### config.mk
export PLATFORM = sky130hd
export DESIGN_NAME = eco_patch_lut
export DESIGN_NICKNAME = d
export VERILOG_FILES = /design/src/rtl/eco_pkg.sv /design/src/rtl/eco_patch_match.sv /design/src/rtl/eco_patch_lut.sv
export SDC_FILE = /design/constraint.sdc
export NUM_CORES = 1
export LEC_CHECK = 0
export ABC_CLOCK_PERIOD_IN_PS = 4600
export CAP_MARGIN = 10
export CORE_ASPECT_RATIO = 0.7
export CORE_MARGIN = 4
export CORE_UTILIZATION = 40
export DETAILED_ROUTE_END_ITERATION = 8
export GPL_TIMING_DRIVEN = 0
export SLEW_MARGIN = 20
export SYNTH_ARGS = -nofsm -noshare
export SYNTH_HDL_FRONTEND = slang
export SYNTH_SLANG_ARGS = --single-unit
### constraint.sdc
create_clock -name clk -period 4.6 [get_ports clk]
set_input_delay 0.46 -clock clk [delete_from_list [all_inputs] [get_ports clk]]
set_output_delay 0.46 -clock clk [all_outputs]
set_load 0.005 [all_outputs]
### src/rtl/eco_pkg.sv
// Shared types for the ECO patch stage: entry record, controller states and
// the default widths the entry record is built from.
package eco_pkg;

  localparam int ECO_IN_W  = 5;
  localparam int ECO_OUT_W = 3;
  localparam int ECO_KEY_W = 2 * ECO_IN_W;
  localparam int ECO_CNT_W = 16;

  localparam logic [ECO_CNT_W-1:0] CNT_MAX = '1;

  // Care/match operate on the concatenated key {B, A}.
  typedef struct packed {
    logic                 en;
    logic [ECO_KEY_W-1:0] care;
    logic [ECO_KEY_W-1:0] match;
    logic [ECO_OUT_W-1:0] flip;
  } eco_entry_t;

  localparam eco_entry_t ENTRY_OFF = '0;

  typedef enum logic [1:0] {
    IDLE  = 2'd0,
    DRAIN = 2'd1,
    COPY  = 2'd2
  } eco_state_t;

endpackage

### src/rtl/eco_patch_match.sv
// Single patch-entry comparator: masked key compare and gated flip mask.
module eco_patch_match #(
  parameter int KEY_W = 10,
  parameter int OUT_W = 3
) (
  input  logic [KEY_W-1:0] i_key,
  input  logic             i_en,
  input  logic [KEY_W-1:0] i_care,
  input  logic [KEY_W-1:0] i_match,
  input  logic [OUT_W-1:0] i_flip,
  output logic             o_hit,
  output logic [OUT_W-1:0] o_flip
);

  // Hit when every cared-about key bit equals the match value; care==0 always hits.
  always_comb begin
    o_hit  = i_en & (((i_key ^ i_match) & i_care) == '0);
    o_flip = i_flip & {OUT_W{o_hit}};
  end

endmodule

### src/rtl/eco_patch_lut.sv
// ECO patch stage: two-stage pipeline that XORs the frozen core's result with
// flip masks from matching entries. The table is written into a shadow copy and
// only made active once the pipeline has drained, so no beat ever sees a mix of
// old and new entries.
//
// state | meaning
// IDLE  | accepting beats and config writes; commit request moves to DRAIN
// DRAIN | input and config stalled, waiting for S1 and S2 to empty
// COPY  | shadow copied into active table, cfg_done pulsed
module eco_patch_lut
  import eco_pkg::*;
#(
  parameter  int DEPTH = 4,
  parameter  int CNT_W = ECO_CNT_W,
  // Operand/output widths are tied to the entry record in eco_pkg.
  localparam int IN_W  = ECO_IN_W,
  localparam int OUT_W = ECO_OUT_W,
  localparam int IDX_W = (DEPTH > 1) ? $clog2(DEPTH) : 1
) (
  input  logic               clk,
  input  logic               rst,
  input  logic               in_valid,
  output logic               in_ready,
  input  logic [IN_W-1:0]    A,
  input  logic [IN_W-1:0]    B,
  input  logic [OUT_W-1:0]   base_y,
  output logic               out_valid,
  output logic [OUT_W-1:0]   Y,
  output logic               out_hit,
  input  logic               cfg_we,
  output logic               cfg_we_rdy,
  input  logic [IDX_W-1:0]   cfg_idx,
  input  logic               cfg_en,
  input  logic [2*IN_W-1:0]  cfg_care,
  input  logic [2*IN_W-1:0]  cfg_match,
  input  logic [OUT_W-1:0]   cfg_flip,
  input  logic               cfg_commit,
  output logic               cfg_done,
  output logic [CNT_W-1:0]   hit_cnt
);

  localparam logic [CNT_W-1:0] L_CNT_MAX = '1;

  eco_state_t r_state;
  eco_state_t w_state_nxt;
  logic       w_in_ready;
  logic       w_we_rdy;
  logic       w_done;

  eco_entry_t r_shadow [DEPTH];
  eco_entry_t r_active [DEPTH];

  logic             r_s1_valid;
  logic [IN_W-1:0]  r_s1_a;
  logic [IN_W-1:0]  r_s1_b;
  logic [OUT_W-1:0] r_s1_base;

  logic             r_out_valid;
  logic [OUT_W-1:0] r_y;
  logic             r_hit;
  logic [CNT_W-1:0] r_hit_cnt;

  logic             w_accept;
  logic             w_cfg_wr;
  logic [DEPTH-1:0] w_hit;
  logic [OUT_W-1:0] w_flip_vec [DEPTH];
  logic [OUT_W-1:0] w_flip;
  logic             w_any_hit;

  assign w_accept = in_valid & w_in_ready;
  assign w_cfg_wr = cfg_we & w_we_rdy & (int'(cfg_idx) < DEPTH);

  // Controller state register.
  always_ff @(posedge clk) begin
    if (rst) r_state <= IDLE;
    else     r_state <= w_state_nxt;
  end

  // Next state and handshake outputs, all decoded from the registered state.
  always_comb begin
    w_state_nxt = r_state;
    w_in_ready  = 1'b0;
    w_we_rdy    = 1'b0;
    w_done      = 1'b0;
    case (r_state)
      IDLE: begin
        w_in_ready = 1'b1;
        w_we_rdy   = 1'b1;
        if (cfg_commit) w_state_nxt = DRAIN;
      end
      DRAIN: begin
        if (!r_s1_valid && !r_out_valid) w_state_nxt = COPY;
      end
      COPY: begin
        w_done      = 1'b1;
        w_state_nxt = IDLE;
      end
      default: w_state_nxt = IDLE;
    endcase
  end

  // Shadow table takes config writes; active table is loaded only in COPY.
  always_ff @(posedge clk) begin
    if (rst) begin
      for (int i = 0; i < DEPTH; i++) begin
        r_shadow[i] <= ENTRY_OFF;
        r_active[i] <= ENTRY_OFF;
      end
    end else begin
      if (w_cfg_wr) begin
        r_shadow[cfg_idx] <= '{en: cfg_en, care: cfg_care, match: cfg_match, flip: cfg_flip};
      end
      if (r_state == COPY) begin
        for (int i = 0; i < DEPTH; i++) r_active[i] <= r_shadow[i];
      end
    end
  end

  // Stage 1: capture operands and core result on an accepted beat.
  always_ff @(posedge clk) begin
    if (rst) begin
      r_s1_valid <= 1'b0;
      r_s1_a     <= '0;
      r_s1_b     <= '0;
      r_s1_base  <= '0;
    end else begin
      r_s1_valid <= w_accept;
      if (w_accept) begin
        r_s1_a    <= A;
        r_s1_b    <= B;
        r_s1_base <= base_y;
      end
    end
  end

  for (genvar g = 0; g < DEPTH; g++) begin : g_match
    eco_patch_match #(
      .KEY_W (2 * IN_W),
      .OUT_W (OUT_W)
    ) u_match (
      .i_key   ({r_s1_b, r_s1_a}),
      .i_en    (r_active[g].en),
      .i_care  (r_active[g].care),
      .i_match (r_active[g].match),
      .i_flip  (r_active[g].flip),
      .o_hit   (w_hit[g]),
      .o_flip  (w_flip_vec[g])
    );
  end

  // Overlapping entries combine by OR; there is no priority between entries.
  always_comb begin
    w_flip = '0;
    for (int i = 0; i < DEPTH; i++) w_flip = w_flip | w_flip_vec[i];
    w_any_hit = |w_hit;
  end

  // Stage 2: patched result; Y holds its last value between beats.
  always_ff @(posedge clk) begin
    if (rst) begin
      r_out_valid <= 1'b0;
      r_y         <= '0;
      r_hit       <= 1'b0;
    end else begin
      r_out_valid <= r_s1_valid;
      r_hit       <= r_s1_valid & w_any_hit;
      if (r_s1_valid) r_y <= r_s1_base ^ w_flip;
    end
  end

  // Saturating count of patched output beats.
  always_ff @(posedge clk) begin
    if (rst) begin
      r_hit_cnt <= '0;
    end else if (r_out_valid && r_hit && (r_hit_cnt != L_CNT_MAX)) begin
      r_hit_cnt <= r_hit_cnt + 1'b1;
    end
  end

  assign in_ready   = w_in_ready;
  assign cfg_we_rdy = w_we_rdy;
  assign cfg_done   = w_done;
  assign out_valid  = r_out_valid;
  assign Y          = r_y;
  assign out_hit    = r_hit;
  assign hit_cnt    = r_hit_cnt;

endmodule
==> flow_summary.toml <==
[worst_setup_path]
crit_buf_inv = 4
crit_required_ns = 4.76
max_stage_delay_ns = 0.62
cp_cell_sequence = "clkdlybuf4s50_1 -> buf_1 -> clkbuf_1 -> nand2b_4 -> buf_16"
cp-end-kind = "flip-flop"
crit_slowest_cell = "clkdlybuf4s50_1"
crit_type = "in -> reg"
crit_fanout = 64
cp_top_family = "buffers and inverters"
arrival_ns = 2.84
cp-start-kind = "primary input"

[pwr]
p_leak_nw = 4.27
power_density_nw_per_um2 = 407
vdd_drop_max_mv = 0.223
totalPowerFinal_w = 0.00460

[detailed_routing]
wl_per_cell_um = 17.8
vias_per_cell = 4.82
vias = 5393
drt_iter0_drc = 311
firstDrtPassIters = 5
final_antenna_net_count = 0
routed_wl_um = 19900
remaining_drc_errors = 0

[placement]
pre_cts_slack_ns = 1.37
port_buffers = 67
dp.cells = 1079
dp_hpwl_um = 14300
gp_congestion = 0.867

[layout]
final_common_cell = "and2_1"
layout-drive-gt1-share = 0.0817
final_util = 0.493
fin_nets = 837
stdcell_count = 1120
num_antenna_cells = 0
mostFrequentLayoutCells = "195 x and2_1, 192 x edfxtp_1, 67 x clkdlybuf4s50_1, 50 x xor2_1, 47 x nand2_1"
area_growth_syn_to_layout_pct = 19.9

[sta]
rsz0062_at_grt = "no"
max_freq_ghz = 0.373
period_needed_ns = 2.68
finClkSkew_ns = 0.0114
finalWorstSetupSlack_ns = 1.92
hold_violations = 0
fin_crit_sh = 0.582
hold_slack_ns = 0.493
setup_viol = 0
max_slew_margin = 0.485
worst_pin_slew_ns = 0.772
drv_slew = 0

[clock_tree]
post-cts-setup-buffers = 0
hold_buffers = 0
clockRootBuffer = "clkbuf_16"
clkSlewWorstSetupHoldPaths_ns = 0.06
htreeDepth = 1
clk-insertion-delay-late_ns = 0.49
cts.path.max_buffers = 3
cts_tree = "built"
cts_buffers = 23
clock-sinks = 229
ctsResizeCount = 0

[synth]
yosys_warnings = 0
synth-seq-area-share = 0.690
synthCells = 699
async_reset_ff_frac = 0
syn_area_um2 = 9420
yosys_register_bits = 229
synth_edf_count = 192
synthesis.nets = 744
ys_types = 40
synth_area_per_cell_um2 = 13.5
synth_flop_cell = "edfxtp_1"

[floorplanning]
row_count = 46
dieArea_um2 = 26100
ios = 68
die_h_um = 136
core_area_um2 = 22900
die_w_um = 191
start_util = 0.411

[hold_path]
hp-class = "reg -> reg"

[grt]
grt_max_degree = 65
grt_overflow_total = 0
grt_first_pass_wirelength_um = 29900
antenna_found_initial = 2
gr-usage-all-layers = 0.153
grt_pass1_vias = 5206

[run_status]
status = "finished clean"

[job]
drv_cap = 0
-- worst reg2reg max path: cells and delay by family, from the launching register on --
| kind | cells | cell delay, ns |
|---|---|---|
| and+or+nand+nor | 5 | 1.77 |
| DFF | 1 | 0.33 |
-- layer usage --
metal / track usage / wire length, µm / vias to the layer above
met2: 0.243 / 8930 / 165
met5: 0 / 0 / -
met3: 0.0259 / 1180 / 29
met4: 0.0335 / 363 / 0
li1: - / - / 2622
met1: 0.222 / 9440 / 2577
-- final cells by class --
class / instances / area, µm²
Fill cell: 1985 / 11600
Clock inverter: 15 / 186
Buffer: 38 / 189
Sequential cell: 229 / 6510
Multi-Input combinational cell: 430 / 2730
Clock buffer: 26 / 587
Timing Repair Buffer: 68 / 698
Inverter: 2 / 7.51
Tap cell: 312 / 390
-- kinds of logic (layout without fill, tap and decap cells) --
group	Yosys count	after routing	synth area share
xor+xnor	54	54	0.0502
compound gates	41	41	0.0331
simple gates	332	332	0.202
flops	229	229	0.690
fa+ha+maj	1	1	0.00133
buf+inv	40	149	0.0208
mux	2	2	0.00212
-- path summary, 6_finish.rpt --
kind	slack (ns)	depth (start not counted)	from	to
setup / recovery	1.92	5	rst	r_active[1][3]
hold reg to reg	0.49	2	r_s1_base[2]	r_s1_base[2]
setup reg to reg	2.11	5	r_state[0]	r_shadow[1][13]
hold / removal	0.49	2	r_s1_base[2]	r_s1_base[2]
-- power breakdown --
group | switching, W | total [W] | internal [W]
sequential | 0.0000316 | 0.00239 | 0.00236
clock | 0.000747 | 0.00189 | 0.00114
combinational | 0.000189 | 0.000310 | 0.000120
-- sequential cells by signal, indices dropped and copies added (netlist names) --
name,count
out_valid,1
Y,3
r_s1_base,3
r_s1_a,5
r_s1_valid,1
r_s1_b,5
out_hit,1
r_active,96
r_shadow,96
hit_cnt,16
r_state,2
-- metrics by stage --
step	cell area (µm²)	setup TNS, ns
2_1_floorplan	9420	0
5_1_grt	11300	0
3_3_place_gp	10500	-79.03
3_5_place_dp	10500	0
4_1_cts	11300	0
6_report	11300	0
-- Yosys cell counts (2+ instances only) --
cell type / instances / area share
nor3b_2: 2 / 0.0027
mux2i_1: 2 / 0.0021
buf_4: 10 / 0.0080
xnor2_1: 4 / 0.0037
a22oi_1: 12 / 0.0096
nand3_1: 17 / 0.0090
nor3_1: 4 / 0.0021
edfxtp_1: 192 / 0.61
or4_1: 3 / 0.0024
and2_1: 195 / 0.13
o311ai_2: 3 / 0.0052
nand4_2: 2 / 0.0027
nand2_1: 47 / 0.019
nand4_1: 6 / 0.0040
a21oi_1: 13 / 0.0069
or2_2: 4 / 0.0027
and4_1: 3 / 0.0028
nand2b_1: 2 / 0.0013
clkbuf_1: 23 / 0.0092
or3b_2: 3 / 0.0028
inv_1: 2 / 0.00080
dfxtp_1: 37 / 0.079
o22ai_1: 2 / 0.0013
buf_1: 3 / 0.0012
nor2_1: 33 / 0.013
o41ai_1: 3 / 0.0028
a222oi_1: 4 / 0.0042
nor3b_1: 4 / 0.0032
and3_1: 4 / 0.0027
xor2_1: 50 / 0.046
No activity file was read; power rests on OpenSTA's default activity.
